--- src/rtl/reg_file_2r1w.sv ---
// WIDTH x DEPTH register bank: one write port, two registered read ports, optional
// write-to-read bypass, and a clear sweep with BUSY. Optional parity: REG_FILE_PARITY_EN.
module reg_file_2r1w #(
  parameter int   WIDTH  = 8,
  parameter int   DEPTH  = 8,
  parameter bit   BYPASS = 1'b1,
  localparam int  AW     = $clog2(DEPTH)
) (
  input  logic             CLK,
  input  logic             RST_N,
  input  logic             WEN,
  input  logic [AW-1:0]    WADDR,
  input  logic [WIDTH-1:0] DIN,
  input  logic             REN0,
  input  logic [AW-1:0]    RADDR0,
  output logic [WIDTH-1:0] DOUT0,
  output logic             RVALID0,
  input  logic             REN1,
  input  logic [AW-1:0]    RADDR1,
  output logic [WIDTH-1:0] DOUT1,
  output logic             RVALID1,
  input  logic             CLR,
  output logic             BUSY
`ifdef REG_FILE_PARITY_EN
  ,
  output logic             PERR0,
  output logic             PERR1
`endif
);

  typedef enum logic {IDLE, SWEEP} state_t;

  localparam logic [AW-1:0] LAST = AW'(DEPTH - 1);
  localparam bit            POW2 = (DEPTH == (1 << AW));

  state_t          state_reg, state_next;
  logic [AW-1:0]   ptr_reg, ptr_next;
  logic            idle, sweep, wr_en, wr_ok;
  logic [1:0]      ren, rd_ok;
  logic [AW-1:0]   raddr [2];
  logic [WIDTH-1:0] entry_data [DEPTH];
  logic [WIDTH-1:0] dout [2];
  logic [1:0]      rvalid;
`ifdef REG_FILE_PARITY_EN
  logic            entry_par [DEPTH];
  logic [1:0]      perr;
`endif

  assign ren      = {REN1, REN0};
  assign raddr[0] = RADDR0;
  assign raddr[1] = RADDR1;
  assign idle     = (state_reg == IDLE);
  assign sweep    = (state_reg == SWEEP);
  // A clear request in the same cycle takes precedence over the write.
  assign wr_en    = idle && WEN && !CLR && wr_ok;

  // Address range checks only exist when DEPTH leaves unused address codes.
  if (POW2) begin : g_full_range
    assign wr_ok = 1'b1;
    assign rd_ok = 2'b11;
  end else begin : g_part_range
    localparam logic [AW:0] DEPTH_W = (AW + 1)'(DEPTH);
    assign wr_ok = ({1'b0, WADDR} < DEPTH_W);
    for (genvar gi = 0; gi < 2; gi++) begin : g_rd_ok
      assign rd_ok[gi] = ({1'b0, raddr[gi]} < DEPTH_W);
    end
  end

  always_ff @(posedge CLK or negedge RST_N) begin
    if (!RST_N) begin
      state_reg <= IDLE;
      ptr_reg   <= '0;
    end else begin
      state_reg <= state_next;
      ptr_reg   <= ptr_next;
    end
  end

  always_comb begin
    state_next = state_reg;
    ptr_next   = ptr_reg;
    case (state_reg)
      IDLE: begin
        if (CLR) begin
          state_next = SWEEP;
          ptr_next   = '0;
        end
      end
      SWEEP: begin
        if (ptr_reg == LAST) begin
          state_next = IDLE;
          ptr_next   = '0;
        end else begin
          ptr_next = ptr_reg + 1'b1;
        end
      end
      default: begin
        state_next = IDLE;
        ptr_next   = '0;
      end
    endcase
  end

  assign BUSY = sweep;

  for (genvar gi = 0; gi < DEPTH; gi++) begin : g_entry
    logic [WIDTH-1:0] data_reg;
    logic             clr_hit, wr_hit;
`ifdef REG_FILE_PARITY_EN
    logic             par_reg;
`endif

    assign clr_hit = sweep && (ptr_reg == AW'(gi));
    assign wr_hit  = wr_en && (WADDR == AW'(gi));

    always_ff @(posedge CLK or negedge RST_N) begin
      if (!RST_N) begin
        data_reg <= '0;
`ifdef REG_FILE_PARITY_EN
        par_reg  <= 1'b0;
`endif
      end else if (clr_hit) begin
        data_reg <= '0;
`ifdef REG_FILE_PARITY_EN
        par_reg  <= 1'b0;
`endif
      end else if (wr_hit) begin
        data_reg <= DIN;
`ifdef REG_FILE_PARITY_EN
        par_reg  <= ^DIN;
`endif
      end
    end

    assign entry_data[gi] = data_reg;
`ifdef REG_FILE_PARITY_EN
    assign entry_par[gi]  = par_reg;
`endif
  end

  for (genvar gi = 0; gi < 2; gi++) begin : g_port
    logic [WIDTH-1:0] dout_reg, data_next;
    logic             rvalid_reg, take, fwd;
`ifdef REG_FILE_PARITY_EN
    logic             perr_reg, perr_next;
`endif

    assign take = idle && ren[gi];
    assign fwd  = BYPASS && wr_en && (WADDR == raddr[gi]);

    always_comb begin
      data_next = '0;
      if (fwd) begin
        data_next = DIN;
      end else if (rd_ok[gi]) begin
        data_next = entry_data[raddr[gi]];
      end
    end

`ifdef REG_FILE_PARITY_EN
    // Forwarded and out-of-range data never carries a stored parity to check.
    always_comb begin
      perr_next = 1'b0;
      if (!fwd && rd_ok[gi]) begin
        perr_next = ^{entry_data[raddr[gi]], entry_par[raddr[gi]]};
      end
    end
`endif

    always_ff @(posedge CLK or negedge RST_N) begin
      if (!RST_N) begin
        dout_reg   <= '0;
        rvalid_reg <= 1'b0;
`ifdef REG_FILE_PARITY_EN
        perr_reg   <= 1'b0;
`endif
      end else begin
        rvalid_reg <= take;
        if (take) begin
          dout_reg <= data_next;
        end
`ifdef REG_FILE_PARITY_EN
        perr_reg <= take ? perr_next : 1'b0;
`endif
      end
    end

    assign dout[gi]   = dout_reg;
    assign rvalid[gi] = rvalid_reg;
`ifdef REG_FILE_PARITY_EN
    assign perr[gi]   = perr_reg;
`endif
  end

  assign DOUT0   = dout[0];
  assign DOUT1   = dout[1];
  assign RVALID0 = rvalid[0];
  assign RVALID1 = rvalid[1];
`ifdef REG_FILE_PARITY_EN
  assign PERR0   = perr[0];
  assign PERR1   = perr[1];
`endif

endmodule

--- config.mk ---
export PLATFORM = sky130hd
export DESIGN_NAME = reg_file_2r1w
export DESIGN_NICKNAME = d
export VERILOG_FILES = /design/src/rtl/reg_file_2r1w.sv
export SDC_FILE = /design/constraint.sdc
export NUM_CORES = 1
export LEC_CHECK = 0
export ABC_AREA = 1
export CORE_MARGIN = 4
export CORE_UTILIZATION = 58
export CTS_CLUSTER_SIZE = 10
export DETAILED_ROUTE_END_ITERATION = 8
export PLACE_DENSITY_LB_ADDON = 0.15
export SLEW_MARGIN = 20
export SYNTH_ARGS = -nofsm -noshare
export SYNTH_HDL_FRONTEND = slang
export SYNTH_SLANG_ARGS = --single-unit
--- constraint.sdc ---
create_clock -name CLK -period 1.5 [get_ports CLK]
set_input_delay 0.3 -clock CLK [delete_from_list [all_inputs] [get_ports CLK]]
set_output_delay 0.3 -clock CLK [all_outputs]
set_load 0.05 [all_outputs]
After elaboration in Yosys (flattened, before gate mapping)
Index checks and enable logic that the tools add are counted.
{"block": "word_totals", "output_inout_bits": 19, "in_bits": 23, "register_bits": 86, "word_cells": 100}
{"block": "classes", "n_mux": 30, "n_addsub": 1, "n_eq_ne": 17, "n_bitwise": 3, "order_cmp": 2, "reduce_logical": 33}
{"operator": "$mux 8", "count": 22}
{"operator": "$bmux 8 s3", "count": 2}
{"operator": "$eq 3x3->1 const B", "count": 8}
{"operator": "$logic_and 1x1->1", "count": 22}
{"operator": "$reduce_bool 2->1", "count": 8}
{"operator": "$eq 3x2->1 const B", "count": 4}
{"operator": "$ge 4x4->1 const B", "count": 2}
{"operator": "$not 3->4", "count": 2}
{"operator": "$eq 3x1->1 const B", "count": 2}
{"operator": "$eq 3x3->1", "count": 2}
{"operator": "$logic_not 3->1", "count": 2}
{"operator": "$mux 3", "count": 2}
{"operator": "$pmux 3 s2", "count": 1}
{"operator": "$add 3x1->3 const B", "count": 1}
{"operator": "$mux 1", "count": 2}
{"operator": "$ne 2x2->1 const B", "count": 1}
{"operator": "$pmux 1 s2", "count": 1}
{"operator": "$logic_not 1->1", "count": 1}
{"operator": "$not 1->1", "count": 1}

Depth between registers and ports, before layout
Gate-level depths: netlist of the first run.
{"block": "logic_depth", "ltp_word": 6, "depth_mapped": 9, "depth_no_buf": 8}

Worst setup path before layout of the first run
OpenSTA, ideal clock, no wires.
{"block": "synth_timing", "path_type": "reg-to-reg", "start": "register state_reg (netlist: BUSY)", "end": "register g_entry[0].data_reg[4]", "setup_slack_ns": -0.058, "stages_incl_launch_ff": 8, "required_time_ns": 1.380, "path_buffers": 1, "period_less_slack_ns": 1.558, "t_arrival_ns": 1.438, "setup_ns": 0.120, "path_cell_list": "dfrtp_1 nor2_4 nand2_4 inv_2 nand4_1 buf_2 o21ai_0 nor2_1"}
{"block": "synth_via", "elab_chain_cells": 5, "elab_cells_between_ends": 7, "cone_classes": "mux (1); bitwise (1); reduce/logical (5)"}
{"element": "start, declared", "line_no": "36", "text": "state_t state_reg, state_next;"}
{"element": "start signal, assigned", "line_no": "74", "text": "state_reg <= state_next;"}
{"element": "$not 1->1", "line_no": "52", "text": "assign idle = (state_reg == IDLE);"}
{"element": "$logic_and 1x1->1 (2 in series)", "line_no": "55", "text": "assign wr_en = idle && WEN && !CLR && wr_ok;"}
{"element": "$logic_and 1x1->1", "line_no": "114", "text": "assign wr_hit = wr_en && (WADDR == AW'(gi));"}
{"element": "$reduce_bool 2->1 (no source line)"}
{"element": "end signal, assigned", "line_no": "118", "text": "data_reg <= '0;"}
{"element": "end signal, assigned", "line_no": "123", "text": "data_reg <= '0;"}
{"element": "end signal, assigned", "line_no": "128", "text": "data_reg <= DIN;"}
{"element": "end, declared", "line_no": "107", "text": "logic [WIDTH-1:0] data_reg;"}
Parallel ways exist; a longest one is shown, timed or not.
A chain may end at the register's enable or synchronous reset.

Worst setup path after layout of the first run
{"block": "layout_timing", "start": "register state_reg (netlist: BUSY)", "end": "register g_port[0].dout_reg[0] (netlist: DOUT0[0])"}
{"block": "layout_via", "elab_chain_cells": 5, "elab_cells_between_ends": 6, "cone_classes": "mux (1); bitwise (1); reduce/logical (4)"}
{"element": "$not 1->1 (*)", "line_no": "52"}
{"element": "$logic_and 1x1->1 (2 in series)", "line_no": "55"}
{"element": "$logic_and 1x1->1", "line_no": "149", "text": "assign fwd = BYPASS && wr_en && (WADDR == raddr[gi]);"}
{"element": "$mux 8", "line_no": "153", "text": "if (fwd) begin"}
{"element": "end signal, assigned", "line_no": "180", "text": "dout_reg <= data_next;"}
{"element": "end, declared", "line_no": "142", "text": "logic [WIDTH-1:0] dout_reg, data_next;"}
Every way passes the cells marked *; elsewhere a longest branch is shown, timed or not.

==> metrics.txt, run 1 <==
outcome=finished clean; share of cells above drive strength 1=22.19%; Initial Util=59.54%; DRC=0; I/O Buffers=41; global-route wire length before repair=26590 µm; DR vias/cell=6.107; initial antenna violation count=0; Layout Utilization=80.49%; period utilisation layout=99.07%; placer congestion estimate=0.9672; crit start category=register; Yosys Warn Count=0; FP Rows=33; Die ar.=9968 µm²; # diodes=0; maximum VDD drop=0.001272 V; Crit. End Element=register; Die Y=99.84 µm; TritonCTS clock tree=yes; Worst Hold Margin=0.3604 ns; min Tclk post-route=1.486 ns; Reg area=2153 µm²; detailed-route via count=5484; Fin. Hold Viols=0; crit-path max FO=6; wire per inst=19.29 µm; sequential fraction of the synthesis area=43.99%; pwr dens=1488 nW/µm²; Ports=42; Net count, final=817; Core Area=8217 µm²; slowest stage delay, CP=0.43 ns; Static Leakage=3.246 nW; Max-Cap Viols=0; Root Buffer=clkbuf_8; fillers=566; antenna-violating nets left=0; worst min path class=primary input to async pin; worst slew pin tran=0.3414 ns; Total GRT Usage=34.53%; clock buffer depth=2; Skew-Pair Late Insertion Delay=0.37 ns; non-filler cells, final=898; Largest register FFs=64; largest net degree at the start of global routing=37; Pre-antenna DRT Iters=7; Worst Clk Skew=0.01264 ns; Multi-input gate area=2350 µm²; r2r startpoint=BUSY; final WL=17330 µm; vias in the first global route=5177; die width=99.84 µm; Clock Pin Slew Worst Setup and Hold Paths=0.10 ns; Crit Path Class=register to register; Synth Instances=673; GR Overflow Total=0; syn_nets=702; Post-Synthesis Cell Area=4892 µm²; DP HPWL=12710 µm; Slew headroom=77.21%; worst reg2reg path endpoint=DOUT0[0]; htree depth=3; fmax=672.9 MHz; Worst Path Required=1.77 ns; #FFs+latches synth=86; WP data arrival=1.75 ns; Iteration-0 DRC Markers=582; Mean Syn Cell Area=7.269 µm²; RSZ-0062 raised after global routing=true; WP buf/inv=2; Area Growth Syn to Fin=35.19%; crit path cell chain=nor2_4 > nand2_4 > buf_6 > nor2_4 > buf_6 > nand3_1 > nand2_2 > o21ai_2; Reg2Reg Setup Slack=0.01 ns; clock sink count=86; placed insts=870; Synth cell types=23; Slew Viols, Final=0; cell family with most CP delay=simple AND/OR/NAND/NOR gates; setup violators final=0; Crit-path slowest cell=dfrtp_2; Reg2Reg Depth=8; cts bufs inserted=9
## cell type report
cell class / instances / share of cell area (%)
Inverter: 76 / 4.389
Timing Repair Buffer: 134 / 22.25
Tap cell: 105 / 1.986
Sequential cell: 86 / 32.56
Multi-Input combinational cell: 481 / 35.53
Clock buffer: 11 / 2.289
Clock inverter: 5 / 1.003
## how the worst max path moves through the flow
stage             start                endpoint  slack (ns)  cells after the start
6_report           BUSY                DOUT0[0]        0.01                      8
5_1_grt            BUSY  g_entry[7].data_reg[1]       -0.08                      8
4_1_cts            BUSY  g_entry[0].data_reg[0]       0.005                      8
3_5_place_dp   WADDR[1]                DOUT0[3]       -0.42                     10
3_3_place_gp   WADDR[1]                DOUT0[6]       -0.33                     10
2_1_floorplan      BUSY  g_entry[0].data_reg[4]        0.05                      7
## routing by layer
| layer | track usage (%) | part of all wire (%) | up-vias |
|---|---|---|---|
| met4 | 16.60 | 4.6 | 0 |
| met2 | 55.26 | 46 | 405 |
| met5 | 0 | 0 | - |
| met3 | 6.324 | 11 | 80 |
| li1 | - | - | 2445 |
| met1 | 45.45 | 38 | 2554 |
## cells by family after synthesis
| family | after synthesis | share of synthesized area [%] |
|---|---|---|
| AND/OR/NAND/NOR | 387 | 35.17 |
| flip-flops | 86 | 43.99 |
| buffers and inverters | 108 | 9.207 |
| adder cells (fa/ha/maj) | 6 | 1.534 |
| AO/OA/AOI/OAI | 86 | 10.10 |
## Yosys cell counts
| master | count | share of area [%] |
|---|---|---|
| buf_2 | 23 | 2.4 |
| clkinv_1 | 2 | 0.15 |
| nand2_4 | 1 | 0.23 |
| o31ai_1 | 1 | 0.15 |
| o21ai_1 | 18 | 1.8 |
| o22ai_1 | 34 | 4.3 |
| nand2_2 | 2 | 0.26 |
| o21ai_2 | 5 | 0.90 |
| nor2_4 | 7 | 1.6 |
| nor2_1 | 18 | 1.4 |
| inv_1 | 62 | 4.8 |
| dfrtp_1 | 86 | 44 |
| o21ai_0 | 20 | 2.0 |
| inv_2 | 11 | 0.84 |
| buf_4 | 4 | 0.61 |
| nand2_1 | 202 | 15 |
| a21oi_1 | 8 | 0.82 |
| ha_1 | 6 | 1.5 |
| nand4_1 | 1 | 0.13 |
| clkbuf_1 | 5 | 0.38 |
| clkinv_2 | 1 | 0.10 |
| nand3_1 | 155 | 16 |
| nand3_2 | 1 | 0.20 |
## timing repair
action,in CTS,in global routing
gates cloned,0,2
setup endpoints to repair,13,50
pin swaps,3,7
resized for setup,4,26
hold endpoints to repair,15,0
hold buffers,1,0
setup buffers,4,5
## cells in the final DEF (no fill, tap or decap), types with 2 or more instances in the layout
cell type / count
nor2_2: 2
buf_4: 78
ha_1: 6
nand3_1: 152
inv_1: 59
inv_2: 13
o21ai_2: 5
o21ai_0: 20
buf_12: 31
dlymetal6s2s_1: 5
clkbuf_8: 11
a21oi_1: 7
nand3_2: 4
dfrtp_1: 85
o21ai_1: 18
nand2_2: 11
nor2_1: 18
clkinv_4: 2
o22ai_1: 33
clkinv_1: 2
clkdlybuf4s50_1: 15
buf_6: 3
inv_4: 2
nand2_1: 193
nor2_4: 7
## power by group
part | switching (mW) | internal [mW] | total (mW)
Combinational | 2.68 | 1.97 | 4.66
Sequential | 0.504 | 2.88 | 3.38
Clock | 0.926 | 0.879 | 1.81
Total | 4.12 | 5.73 | 9.84
## through the flow
step | power, mW | setup TNS (ns) | instance area (µm²) | worst slack, ns
2_1_floorplan | 5.636 | 0 | 4893 | 0.05203
3_3_place_gp | 7.684 | -19.04 | 6232 | -0.3302
5_1_grt | 10.25 | -1.486 | 6614 | -0.07616
3_5_place_dp | 7.838 | -20.87 | 6232 | -0.4184
6_report | 9.843 | 0 | 6614 | 0.01389
4_1_cts | 9.667 | 0 | 6496 | 0.004560
No activity file was read; power rests on OpenSTA's default activity.
==> run 2: changes to the inputs <==
CORE_ASPECT_RATIO = 1.75   (was not set)
==> run 2 against run 1 <==
  * The run now ends with setup timing left
  * Hold slack improved by 0.059 ns
  * Clock power rose by 31%
  * Die area rose by 0.58%
  * Power rose by 4.6%
  * Cell count fell by 3.2%
  * Sequential share of layout area barely moved
  * Largest cell class unchanged
==> metrics.txt, run 2 (synthesis results as in run 1) <==
outcome=complete, but fails checks (was finished clean); failing checks=setup timing; die width=77.43 µm (was 99.84 µm); Cell Area, Placed=6096 µm² (was 6232 µm²); final instance area=6615 µm² (was 6614 µm²); Largest register FFs=64 (unchanged); htree depth=3 (unchanged); Pre-antenna DRT Iters=6 (was 7); Most Crowded Layer GR=met2 (unchanged); Area Growth Syn to Fin=35.22% (was 35.19%); DR vias/cell=6.236 (was 6.107); placer congestion estimate=0.9873 (was 0.9672); detailed-route via count=5419 (was 5484); WP data arrival=1.76 ns (was 1.75 ns); Slew Viols, Final=0 (unchanged); Net count, final=801 (was 817); Die ar.=10030 µm² (was 9968 µm²); Iteration-0 DRC Markers=659 (was 582); worst slew pin tran=0.4171 ns (was 0.3414 ns); vias in the first global route=5329 (was 5177); GR Util met2=63.22% (was 55.26%); most frequent cells in the layout=198 x nand2_1, 151 x nand3_1, 85 x dfrtp_1, 64 x buf_4, 59 x inv_1 (was 193 x nand2_1, 152 x nand3_1, 85 x dfrtp_1, 78 x buf_4, 59 x inv_1); Reg2Reg Setup Slack=-0.03 ns (was 0.01 ns); Crit Path Class=register to register (unchanged); Initial Util=59.24% (was 59.54%); Static Leakage=3.244 nW (was 3.246 nW); clock sink count=86 (unchanged); Die Y=129.5 µm (was 99.84 µm); Ports=42 (unchanged); Clock Pin Slew Worst Setup and Hold Paths=0.07 ns (was 0.10 ns); crit start category=register (unchanged); met3 usage=6.259% (was 6.324%); TritonCTS clock tree=yes (unchanged); Root Buffer=clkbuf_16 (was clkbuf_8); # diodes=0 (unchanged); Core Area=8258 µm² (was 8217 µm²); met1 GRT Util=39.55% (was 45.45%); DP HPWL=12670 µm (was 12710 µm); cts bufs inserted=9 (unchanged); setup violators final=6 (was 0); slack of the critical path=-0.03123 ns (was 0.01389 ns); Fin. Hold Viols=0 (unchanged); DRC=0 (unchanged); fmax=653.1 MHz (was 672.9 MHz); commonest non-fill, non-tap cell in the layout=nand2_1 (unchanged); wire per inst=20.14 µm (was 19.29 µm); fillers=572 (was 566); worst min path class=primary input to async pin (unchanged); clock buffer depth=2 (unchanged); Max-Cap Viols=0 (unchanged); Worst Clk Skew=0.009124 ns (was 0.01264 ns); global-route wire length before repair=27320 µm (was 26590 µm); Worst Hold Margin=0.4191 ns (was 0.3604 ns); share of cells above drive strength 1=20.46% (was 22.19%); maximum VDD drop=0.001560 V (was 0.001272 V); largest net degree at the start of global routing=36 (was 37); crit-path max FO=8 (was 6); final WL=17500 µm (was 17330 µm); Total GRT Usage=35.68% (was 34.53%); period utilisation layout=102.1% (was 99.07%); initial antenna violation count=0 (unchanged); Crit. End Element=register (unchanged); Worst Path Required=1.73 ns (was 1.77 ns); pwr dens=1557 nW/µm² (was 1488 nW/µm²); Slew headroom=72.16% (was 77.21%); Skew-Pair Late Insertion Delay=0.35 ns (was 0.37 ns); antenna-violating nets left=0 (unchanged); I/O Buffers=41 (unchanged); RSZ-0062 raised after global routing=true (unchanged); min Tclk post-route=1.531 ns (was 1.486 ns); FP Rows=44 (was 33); GR Overflow Total=0 (unchanged)
## run 2: cell types whose count changed in the layout (fill, tap and decap cells not counted), sizes merged
cell	previous run	this run
buf	112	96
dlymetal6s2s	5	4
bufbuf	0	1
clkdlybuf4s50	15	16
nor2	27	25
clkbuf	11	12
## run 2: critical path, stage by stage, from the launching register on
cell and delay (ns):
dfrtp_2 0.43, nor2_4 0.13, nand2_4 0.09, buf_6 0.15, nor2_4 0.24, nand2_4 0.12, nand3_1 0.17, a21oi_1 0.09
## run 2: cell type report
cell class                      count  area (µm²)  area share [%]
Clock buffer                       11       252.7           3.821
Inverter                           76       297.8           4.502
Timing Repair Buffer              120        1373           20.75
Sequential cell                    86        2153           32.55
Clock inverter                      5       66.31           1.002
Multi-Input combinational cell    479        2357           35.63
Tap cell                           92       115.1           1.740
## run 2: through the flow
stage	utilization, %	power, mW	setup TNS [ns]	cells	setup slack (ns)
6_report	80.11	10.30	-0.1090	869	-0.03123
5_1_grt	80.11	10.75	-0.6933	869	-0.08269
4_1_cts	78.56	10.19	0	866	0.001924
3_5_place_dp	73.82	7.793	-19.74	846	-0.4312
3_3_place_gp	73.82	7.678	-17.24	846	-0.4046
2_1_floorplan	-	5.636	0	673	0.05203
## run 2: what timing repair did
item,CTS,global route
hold buffers,1,0
cloned,1,1
endpoints found under the hold margin,25,0
setup buffers,2,2
resized for setup,8,28
endpoints found under the setup margin,14,37
pin swaps,4,13
## run 2: final timing paths
| check | startpoint | cells past startpoint | to |
|---|---|---|---|
| max | BUSY | 7 | DOUT0[7] |
| min | RST_N | 2 | DOUT1[1] |
| max reg2reg | BUSY | 7 | DOUT0[7] |
| min reg2reg | DOUT0[3] | 2 | DOUT0[3] |
| max in group asynchronous | RST_N | 3 | g_entry[5].data_reg[3] |
| min in group CLK | DOUT0[3] | 2 | DOUT0[3] |
## run 2: report_power, final
group / switching (mW) / total [mW] / internal [mW] / leakage, nW
Sequential: 0.492 / 3.37 / 2.88 / 1.16
Combinational: 2.62 / 4.55 / 1.94 / 1.93
Clock: 0.970 / 2.37 / 1.40 / 0.154
Total: 4.08 / 10.3 / 6.22 / 3.24
## run 2: per-layer routing
layer / routed length, µm / up-vias
li1: - / 2413
met1: 5841 / 2502
met2: 8818 / 384
met3: 1583 / 120
met4: 1257 / 0
met5: 0 / -
==> run 3: changes to the inputs <==
CORE_ASPECT_RATIO = 1.1   (was 1.75)
CORE_UTILIZATION = 60   (was 58)
DONT_BUFFER_PORTS = 1   (was not set)
==> run 3 against run 2 <==
  * The flow finishes with violations (hold timing)
  * Cell area decreased by 20%
  * Cell count decreased by 8.9%
  * Combinational power decreased by 48%
  * Register-to-register slack improved by 0.05 ns
  * Critical path depth decreased by 5
  * Setup slack improved by 0.041 ns
  * Power decreased by 21%
  * Critical path type is now register to primary output
  * Routed wire length decreased by 11%
  * Largest cell class unchanged
  * Critical endpoint is now BUSY
  * Hold slack got worse by 0.81 ns
==> metrics.txt, run 3 (synthesis results as in run 1) <==
Die ar.=9664 µm² (was 10030 µm²); Crit-path slowest cell=dfrtp_2 (unchanged); Cell Area, Placed=5060 µm² (was 6096 µm²); DP HPWL=10720 µm (was 12670 µm); global-route wire length before repair=24850 µm (was 27320 µm); Clock Pin Slew Worst Setup and Hold Paths=0.09 ns (was 0.07 ns); antenna-violating nets left=0 (unchanged); final WL=15560 µm (was 17500 µm); placed insts=775 (was 846); placer congestion estimate=1.015 (was 0.9873); vias in the first global route=4684 (was 5329); Int Pwr=4.477 mW (was 6.215 mW); commonest non-fill, non-tap cell in the layout=nand2_1 (unchanged); Crit path top cell by count=buf_4; fillers=687 (was 572); final instance area=5304 µm² (was 6615 µm²); maximum VDD drop=0.001248 V (was 0.001560 V); Ports=42 (unchanged); fmax=671.0 MHz (was 653.1 MHz); Die Y=102.7 µm (was 129.5 µm); Crit Path Class=register to primary output (was register to register); Comb power frac=28.9% (was 44.2%); period utilisation layout=99.35% (was 102.1%); initial antenna violation count=0 (unchanged); Initial Util=61.83% (was 59.24%); Skew-Pair Late Insertion Delay=0.37 ns (was 0.35 ns); Worst Hold Margin=-0.3934 ns (was 0.4191 ns); Root Buffer=clkbuf_8 (was clkbuf_16); most frequent cells in the layout=194 x nand2_1, 153 x nand3_1, 84 x dfrtp_1, 60 x inv_1, 34 x o22ai_1 (was 198 x nand2_1, 151 x nand3_1, 85 x dfrtp_1, 64 x buf_4, 59 x inv_1); outcome=complete, but fails checks (unchanged); crit path cell chain=buf_4 > buf_4 (was nor2_4 > nand2_4 > buf_6 > nor2_4 > nand2_4 > nand3_1 > a21oi_1); die width=94.10 µm (was 77.43 µm); setup violators final=0 (was 6); switching share of power=44.86% (was 39.64%); # diodes=0 (unchanged); Layout Utilization=67.03% (was 80.11%); DRC=0 (unchanged); Pre-antenna DRT Iters=5 (was 6); Static Leakage=2.544 nW (was 3.244 nW); I/O Buffers=0 (was 41); non-filler cells, final=792 (was 869); WP data arrival=1.19 ns (was 1.76 ns); Crit. End Element=primary output (was register); clock buffer depth=2 (unchanged); GR Overflow Total=0 (unchanged); pwr dens=1531 nW/µm² (was 1557 nW/µm²); Slew Viols, Final=0 (unchanged); largest net degree at the start of global routing=87 (was 36); crit start category=register (unchanged); share of power burned in registers=50.2% (was 32.8%); RSZ-0062 raised after global routing=true (unchanged); cts bufs inserted=9 (unchanged); worst slew pin tran=0.4940 ns (was 0.4171 ns); failing checks=hold timing (was setup timing); crit-path max FO=7 (was 8); Iteration-0 DRC Markers=624 (was 659); detailed-route via count=4871 (was 5419); TritonCTS clock tree=yes (unchanged); wire per inst=19.64 µm (was 20.14 µm); Clk pwr share=20.9% (was 23.0%); final setup TNS=0 ns (was -0.1090 ns); share of cells above drive strength 1=12.43% (was 20.46%); Core Area=7913 µm² (was 8258 µm²); Worst Path Required=1.20 ns (was 1.73 ns); Max-Cap Viols=0 (unchanged); Net count, final=708 (was 801); FP Rows=34 (was 44); worst min path class=primary input to async pin (unchanged); Area Growth Syn to Fin=8.414% (was 35.22%); Slew headroom=67.03% (was 72.16%); DR vias/cell=6.150 (was 6.236); clock sink count=86 (unchanged); NetSw=3.642 mW (was 4.081 mW); htree depth=3 (unchanged); Fin. Hold Viols=86 (was 0); min Tclk post-route=1.490 ns (was 1.531 ns); slowest stage delay, CP=0.44 ns (was 0.43 ns); Total GRT Usage=33.99% (was 35.68%); Largest register FFs=64 (unchanged); Worst Clk Skew=0.007406 ns (was 0.009124 ns); Reg2Reg Depth=6 (was 7)
==> run 3: layout make-up <==
cell class / count / area, µm² / area share (%)
tap: 108 / 135.1 / 2.548
clock buffer: 9 / 123.9 / 2.335
multi-input combinational: 479 / 2320 / 43.74
clock inverter: 7 / 73.82 / 1.392
inverter: 76 / 290.3 / 5.473
timing repair buffer: 27 / 206.4 / 3.892
sequential: 86 / 2155 / 40.62
==> run 3: metrics by stage <==
step	total power, mW	setup slack [ns]	hold WS (ns)
2_1_floorplan	5.636	0.05203	0.004409
3_3_place_gp	6.220	0.04304	0.007129
3_5_place_dp	6.305	-0.007914	0.006594
4_1_cts	7.983	0.002965	-0.3974
5_1_grt	8.564	-0.04666	-0.4039
6_report	8.119	0.009716	-0.3934
==> run 3: power groups by stage <==
stage	registers, mW	logic, mW	clock network (mW)
finish	4.08	2.35	1.69
CTS	4.07	2.22	1.69
floorplan	4.05	1.59	0
global route	4.15	2.63	1.78
detailed placement	4.11	2.19	0
global placement	4.09	2.13	0
==> run 3: path summary, 6_finish.rpt <==
path,from,end,slack (ns)
max,BUSY,BUSY,0.01
min,RST_N,g_entry[4].data_reg[1],-0.39
max reg2reg,BUSY,g_entry[4].data_reg[1],0.02
min reg2reg,ptr_reg[0],ptr_reg[0],0.55
max in group asynchronous,RST_N,BUSY,1.75
min in group CLK,DIN[0],g_entry[3].data_reg[0],0.07
==> run 3: critical path, delay by kind of cell, from the launching register on <==
kind | cells | cell delay [ns]
DFF | 1 | 0.44
buffers and inverters | 2 | 0.38
==> run 3: routing by layer <==
layer  vias to the layer above  wire length [µm]  share of wire (%)  global-route usage (%)
met4                         0               641                4.1                   15.89
li1                       2223                 -                  -                       -
met5                         -                 0                  0                       0
met3                        47              1985                 13                   9.416
met1                      2263              6138                 39                   46.58
met2                       338              6790                 44                   50.30
==> run 3: timing repair <==
action,CTS,global route
resized for setup,1,17
cloned,0,0
endpoints found under the hold margin,86,86
setup endpoints to repair,2,51
setup buffers,0,1
